==> src/rtl/entry_pkg.sv <==
// Shared types and helpers for the lock entry front end.
package entry_pkg;

  typedef enum logic {REL, PRS} state_t;

  localparam int DEFAULT_DW  = 4;
  localparam int MAX_DW      = 32;
  localparam int MAX_CODE_W  = 256;

  // Extract digit number idx (width dw) from a packed code, digit 0 in the LSBs.
  function automatic logic [MAX_DW-1:0] code_digit(input logic [MAX_CODE_W-1:0] code,
                                                   input int idx,
                                                   input int dw);
    logic [MAX_CODE_W-1:0] shifted;
    shifted = code >> (idx * dw);
    return shifted[MAX_DW-1:0] & ((MAX_DW'(1) << dw) - MAX_DW'(1));
  endfunction

endpackage

==> src/rtl/sync2.sv <==
// Two-flop synchronizer with a selectable reset value.
module sync2 #(
  parameter int         W       = 1,
  parameter logic [W-1:0] RST_VAL = '0
) (
  input  logic         clk,
  input  logic         rst_n,
  input  logic [W-1:0] d_i,
  output logic [W-1:0] q_o
);

  logic [W-1:0] meta_q;
  logic [W-1:0] sync_q;

  // Shift the asynchronous input through two flops.
  always_ff @(posedge clk or negedge rst_n) begin
    if (!rst_n) begin
      meta_q <= RST_VAL;
      sync_q <= RST_VAL;
    end else begin
      meta_q <= d_i;
      sync_q <= meta_q;
    end
  end

  assign q_o = sync_q;

endmodule

==> src/rtl/entry_frontend.sv <==
// Debounced ENTER pulse generator and code-digit comparator for the lock FSM.
module entry_frontend
  import entry_pkg::*;
#(
  parameter int                    DEBOUNCE_CYCLES = 500000,
  parameter int                    DW              = DEFAULT_DW,
  parameter int                    NDIGITS         = 4,
  parameter logic [DW*NDIGITS-1:0] CODE            = 16'h3142
) (
  input  logic                       clk,
  input  logic                       RESETN,
  input  logic                       key_n,
  input  logic [DW-1:0]              sw_digit,
  input  logic                       seq_clr,
  output logic                       ENTER,
  output logic                       MATCH,
  output logic [$clog2(NDIGITS)-1:0] digit_idx
);

  localparam int IW = $clog2(NDIGITS);
  localparam int CW = $clog2(DEBOUNCE_CYCLES + 1);

  logic          key_sync;
  logic [DW-1:0] sw_sync;
  logic          pressed_s;

  logic [CW-1:0] cnt_q, cnt_d;
  logic          btn_stable_q, btn_stable_d;
  state_t        state_q, state_d;
  logic          enter_q, enter_d;
  logic          match_q, match_d;
  logic [IW-1:0] idx_q, idx_d;
  logic [DW-1:0] expected_digit;

  sync2 #(.W(1), .RST_VAL(1'b1)) u_key_sync (
    .clk   (clk),
    .rst_n (RESETN),
    .d_i   (key_n),
    .q_o   (key_sync)
  );

  sync2 #(.W(DW), .RST_VAL('0)) u_sw_sync (
    .clk   (clk),
    .rst_n (RESETN),
    .d_i   (sw_digit),
    .q_o   (sw_sync)
  );

  assign pressed_s = ~key_sync;

  // Accept a level change only after it has held for DEBOUNCE_CYCLES samples.
  always_comb begin
    // NOTE: every combinational output gets a default first so no path infers a latch.
    cnt_d        = '0;
    btn_stable_d = btn_stable_q;
    if (pressed_s != btn_stable_q) begin
      if (cnt_q == CW'(DEBOUNCE_CYCLES - 1)) begin
        btn_stable_d = pressed_s;
      end else begin
        cnt_d = cnt_q + CW'(1);
      end
    end
  end

  // Press/release FSM: pulse ENTER once on each accepted press.
  always_comb begin
    state_d = state_q;
    enter_d = 1'b0;
    case (state_q)
      REL: if (btn_stable_q) begin
        state_d = PRS;
        enter_d = 1'b1;
      end
      PRS: if (!btn_stable_q) state_d = REL;
      default: state_d = REL;
    endcase
  end

  // Compare the synchronized digit on each press and advance the position.
  always_comb begin
    expected_digit = DW'(code_digit(MAX_CODE_W'(CODE), 32'(idx_q), DW));
    match_d        = match_q;
    idx_d          = idx_q;
    if (enter_d) begin
      match_d = (sw_sync == expected_digit);
      idx_d   = (idx_q == IW'(NDIGITS - 1)) ? '0 : idx_q + IW'(1);
    end
    // A restart from the FSM overrides the advance of a coincident press.
    if (seq_clr) idx_d = '0;
  end

  // State registers for debounce, FSM and match/index outputs.
  always_ff @(posedge clk or negedge RESETN) begin
    if (!RESETN) begin
      cnt_q        <= '0;
      btn_stable_q <= 1'b0;
      state_q      <= REL;
      enter_q      <= 1'b0;
      match_q      <= 1'b0;
      idx_q        <= '0;
    end else begin
      // NOTE: non-blocking assignments so every flop samples pre-edge values.
      cnt_q        <= cnt_d;
      btn_stable_q <= btn_stable_d;
      state_q      <= state_d;
      enter_q      <= enter_d;
      match_q      <= match_d;
      idx_q        <= idx_d;
    end
  end

  assign ENTER     = enter_q;
  assign MATCH     = match_q;
  assign digit_idx = idx_q;

endmodule

==> config.mk <==
export PLATFORM = sky130hd
export DESIGN_NAME = entry_frontend
export DESIGN_NICKNAME = d
export VERILOG_FILES = /design/src/rtl/entry_pkg.sv /design/src/rtl/sync2.sv /design/src/rtl/entry_frontend.sv
export SDC_FILE = /design/constraint.sdc
export NUM_CORES = 1
export LEC_CHECK = 0
export ABC_AREA = 1
export CAP_MARGIN = 20
export CORE_UTILIZATION = 55
export DETAILED_ROUTE_END_ITERATION = 6
export PLACE_DENSITY = 0.71
export SLEW_MARGIN = 20
export SYNTH_ARGS = -nofsm -noshare
export SYNTH_HDL_FRONTEND = slang
export SYNTH_HIERARCHICAL = 1
export SYNTH_SLANG_ARGS = --single-unit
==> constraint.sdc <==
create_clock -name clk -period 2 [get_ports clk]
set_input_delay 0.4 -clock clk [delete_from_list [all_inputs] [get_ports clk]]
set_output_delay 0.4 -clock clk [all_outputs]
set_load 0.01 [all_outputs]
=== Word-level counts from Yosys, hierarchy flattened ===
Index checks and enable logic that the tools add are counted.

* Flip-flop bits (word level): 35

* $add $sub $neg: 2
* Equal/unequal tests: 4
* Shifts and indexed selects: 1
* Muxes and demuxes: 7
* Bitwise operators: 1
* Reduce and logical (&&, ||, !) cells: 2

{| class="wikitable"
|+ Operators with widths
! kind !! number
|-
| two-way mux 19 bit || 2
|-
| adder 19 x 1 -> 19 bit (second input constant) || 1
|-
| == test 19 bit (second input constant) || 1
|-
| >> shifter 14 x 4 -> 4 bit (first input constant) || 1
|-
| two-way mux 2 bit || 3
|-
| == test 4 bit || 1
|-
| adder 2 x 1 -> 2 bit (second input constant) || 1
|-
| == test 2 bit (second input constant) || 1
|-
| two-way mux 1 bit || 2
|-
| AND reduction 2 bit || 1
|-
| nonzero test 2 bit || 1
|-
| != test 1 bit || 1
|-
| NOT 1 bit || 1
|}

=== Depth between registers and ports, before layout ===
* Depth in word-level cells: 4
* Depth in mapped cells: 8
* Depth with buffers taken out: 8

=== Modules after synthesis ===
The synthesis kept the hierarchy.

{| class="wikitable"
|+ By module, submodules not included
! module !! times used !! cells an instance !! area each (µm²)
|-
| entry_frontend || 1 || 188 || 1472.7
|-
| sync2 (u_sw_sync) || 1 || 8 || 200.2
|-
| sync2 (u_key_sync) || 1 || 2 || 52.6
|}

=== Least setup slack after synthesis ===
OpenSTA, ideal clock, no wires.

* Path kind: register to register
* Start: reg cnt_q[0]
* End: reg cnt_q[18]
* Arrival time: 1.112 ns
* Data required time: 1.881 ns
* Path slack: 0.769 ns
* Stages on the path, launching flop included: 9
* Buffers on the path: 0
* Cell sequence: dfrtp_1 > ha_1 > nand2_1 > nor2_2 > nand2_4 > nor2_2 > nand3_1 > nand3_1 > nor2_1

* Cells in the longest elaborated chain, start to end: 3
* Elaborated cells on any way between the ends: 4
* Those cells by class: 1 x add/sub; 1 x eq/ne; 2 x mux

{| class="wikitable"
|+ Ends and longest elaborated chain
! what !! RTL line !! source
|-
| start, declared || entry_frontend.sv:27 || <nowiki>logic [CW-1:0] cnt_q, cnt_d;</nowiki>
|-
| start signal, assigned || entry_frontend.sv:103 || <nowiki>cnt_q <= cnt_d;</nowiki>
|-
| adder 19 x 1 -> 19 bit / == test 19 bit (equally long branches) || entry_frontend.sv:60, entry_frontend.sv:57 ||
|-
| two-way mux 19 bit (*) || entry_frontend.sv:57 || <nowiki>if (cnt_q == CW'(DEBOUNCE_CYCLES - 1)) begin</nowiki>
|-
| two-way mux 19 bit (*) || entry_frontend.sv:56 || <nowiki>if (pressed_s != btn_stable_q) begin</nowiki>
|-
| net cnt_d[18] || entry_frontend.sv:27 ||
|}

Mark *: on every way through the listed nets, which the timed path passes. The rest lies on a longest branch.
A chain may end at the register's enable or synchronous reset.

=== Final worst setup path ===
* Start: reg idx_q[0], in the netlist digit_idx[0]
* End: out digit_idx[0]

{| class="wikitable"
|+ RTL lines
! what !! RTL line !! source
|-
| start, declared || entry_frontend.sv:32 || <nowiki>logic [IW-1:0] idx_q, idx_d;</nowiki>
|-
| start signal, assigned || entry_frontend.sv:108 || <nowiki>idx_q <= idx_d;</nowiki>
|-
| end, declared || entry_frontend.sv:17 || <nowiki>output logic [$clog2(NDIGITS)-1:0] digit_idx</nowiki>
|}

No word-level cell between the ends.

==> flow_summary.json <==
{
  "report.final.setup_viol": 0,
  "max_clock_freq_mhz": 568.7,
  "layout.area.seq_sq_um": 878.3,
  "die_h_um": 58.01,
  "setup-tns-final_ps": 0,
  "dpl.hpwl_mm": 2.395,
  "yosys.area.top_type_share_pct": 47.86,
  "ff2ff_path_depth": 8,
  "die_area_sq_mm": 0.003365,
  "max_cap_viol_count": 0,
  "worstSetupPathType": "flop to output pin",
  "grt_pass1_vias": 1294,
  "vias": 1296,
  "pin_count": 12,
  "cp-end-kind": "output pin",
  "io_buffers": 11,
  "leakage_nw": 0.8663,
  "route.detailed.drc": 0,
  "grt_max_degree": 36,
  "post_cts_resized": 0,
  "worst_path_max_delay_cell": "clkdlybuf4s50_1",
  "grt_overflow": 0,
  "dr.pass1.iters": 4,
  "rows": 19,
  "grtUsageTotal_pct": 23.05,
  "drtIter0Drc": 101,
  "rsz0062_at_grt": "no",
  "via_per_inst": 5.205,
  "routed_wl_mm": 3.276,
  "p_total_w": 0.001328,
  "clk_latency_ps": 340,
  "cp.buffers_inverters": 1,
  "avgSynthCellArea_sq_um": 8.714,
  "post-route-util_pct": 69.12,
  "syn_inst": 198,
  "fin_crit_ps": 1758,
  "synth_seq_cells": 35,
  "drive_gt1_share_pct": 16.06,
  "cts_buffer_depth": 2,
  "synth_edf_count": 0,
  "h-tree-depth": 2,
  "worst_ep_arrival_time_ps": 1360,
  "min_path_type": "flop to flop",
  "relSlewSlack_pct": 71.41,
  "holdPathStages": 0,
  "clkSinkCount": 35,
  "slew_violations": 0,
  "gp_congestion": 0.8549,
  "syn-num-nets": 209,
  "worstMarginPinSlew_ps": 428.9,
  "hold_buffers": 0,
  "clk_pin_slew_worst_paths_ps": 110,
  "synth.distinct_cells": 26,
  "layout_commonest_cell": "nor2_1",
  "multiInputGateArea_sq_um": 760.7,
  "async_flop_share_pct": 100.0,
  "synth_ff_type": "dfrtp_1",
  "holdWs_ps": 365.4,
  "ant_nets": 0,
  "crit_family": "buffers and inverters",
  "area_growth_pct": 14.29,
  "crit_fanout": 5,
  "ys_seq_area_share_pct": 50.91,
  "max_stage_delay_ps": 580,
  "cp_cell_sequence": "clkdlybuf4s50_1",
  "period_share_pct": 87.92,
  "required_ps": 1600,
  "placed_cells": 241,
  "cp-start-kind": "flop",
  "final_hold_viol_count": 0,
  "cts_root_buffer": "clkbuf_4",
  "cts_tree": "done",
  "power_density_mw_per_mm2": 673.3,
  "peakVddDrop_v": 0.0005545,
  "cts_setup_buffers": 0,
  "yosys.area.top_type": "dfrtp_1",
  "final_nets": 228,
  "wl_per_cell_um": 13.16,
  "ys_warn_count": 6,
  "status": "finished clean",
  "grt_pass1_wl_mm": 5.554,
  "path_depth": 1,
  "syn_area_sq_mm": 0.001725,
  "mostFrequentLayoutCells": "nor2_1 (44), dfrtp_1 (33), nand2_1 (30), inv_1 (20), nand3_1 (17)",
  "synth_area_leaders": "dfrtp_1 (48%), nor2_1 (9.6%), nand2_1 (6.5%), nand3_1 (4.9%), inv_1 (4.4%)",
  "core_sq_mm": 0.002853,
  "cts_buffers": 5,
  "n_fill_cell": 237,
  "diodes": 0,
  "grt_antenna_before_repair": 0,
  "die_x_um": 58.01,
  "finClkSkew_ps": 6.784,
  "start_util_pct": 60.48,
  "layout.cells.non_filler": 249
}
-- state kept, by name (all words and copies together), names as in the netlist --
name	flops
ENTER	1
u_key_sync/q_o	1
cnt_q	19
u_sw_sync/meta_q	4
btn_stable_q	1
MATCH	1
digit_idx	2
u_sw_sync/q_o	4
state_q	1
u_key_sync/meta_q	1
-- metal layers --
| metal | global-route usage, % | wire (um) | vias to the layer above |
|---|---|---|---|
| li1 | - | - | 652 |
| met1 | 28.89 | 1477 | 606 |
| met2 | 37.93 | 1585 | 32 |
| met3 | 6.696 | 167 | 6 |
| met4 | 8.844 | 46 | 0 |
| met5 | 0 | 0 | - |
-- where the power goes --
part	total, W	internal [W]	switching (W)
registers	0.000732	0.000724	0.00000821
logic	0.0000509	0.0000220	0.0000289
clock network	0.000545	0.000302	0.000243
total	0.00133	0.00105	0.000280
-- through the flow --
step	cell area, sq um	setup slack, ps
2_1_floorplan	1725	769.3
6_report	1972	241.7
5_1_grt	1972	167.9
4_1_cts	1972	221.3
3_5_place_dp	1882	606.4
3_3_place_gp	1882	645.0
-- final timing paths --
| check | startpoint | to | slack (ps) |
|---|---|---|---|
| max | digit_idx[0] | digit_idx[0] | 240 |
| min | u_key_sync/meta_q | u_key_sync/q_o | 370 |
| max reg2reg | cnt_q[0] | cnt_q[18] | 610 |
| min reg2reg | u_key_sync/meta_q | u_key_sync/q_o | 370 |
| max in group asynchronous | RESETN | u_key_sync/meta_q | 1210 |
| min in group asynchronous | RESETN | cnt_q[16] | 460 |
-- cell type report --
| type | instances | area share (%) |
|---|---|---|
| Clock buffer | 6 | 2.602 |
| Clock inverter | 2 | 1.967 |
| Inverter | 23 | 4.378 |
| Multi-Input combinational cell | 140 | 38.58 |
| Sequential cell | 35 | 44.54 |
| Tap cell | 31 | 1.967 |
| Timing Repair Buffer | 12 | 5.964 |
-- cells in the mapped netlist (3+ instances only) --
cell type / n
nor2_1: 44
nand2_2: 5
inv_2: 3
nor2_4: 4
ha_1: 3
nand2_1: 30
dfrtp_1: 33
nand3_1: 17
nor2_2: 6
xnor2_1: 5
o21ai_0: 3
xor2_1: 6
inv_1: 20
a21oi_1: 3
-- cell families after synthesis --
logic type      count (synthesis)  synth area share, %
flops                          35                50.91
buf+inv                        23                5.003
xor+xnor                       12                6.527
compound gates                 10                3.408
simple gates                  115                31.98
fa+ha+maj                       3                2.176
(Power assumes the default switching activity.)
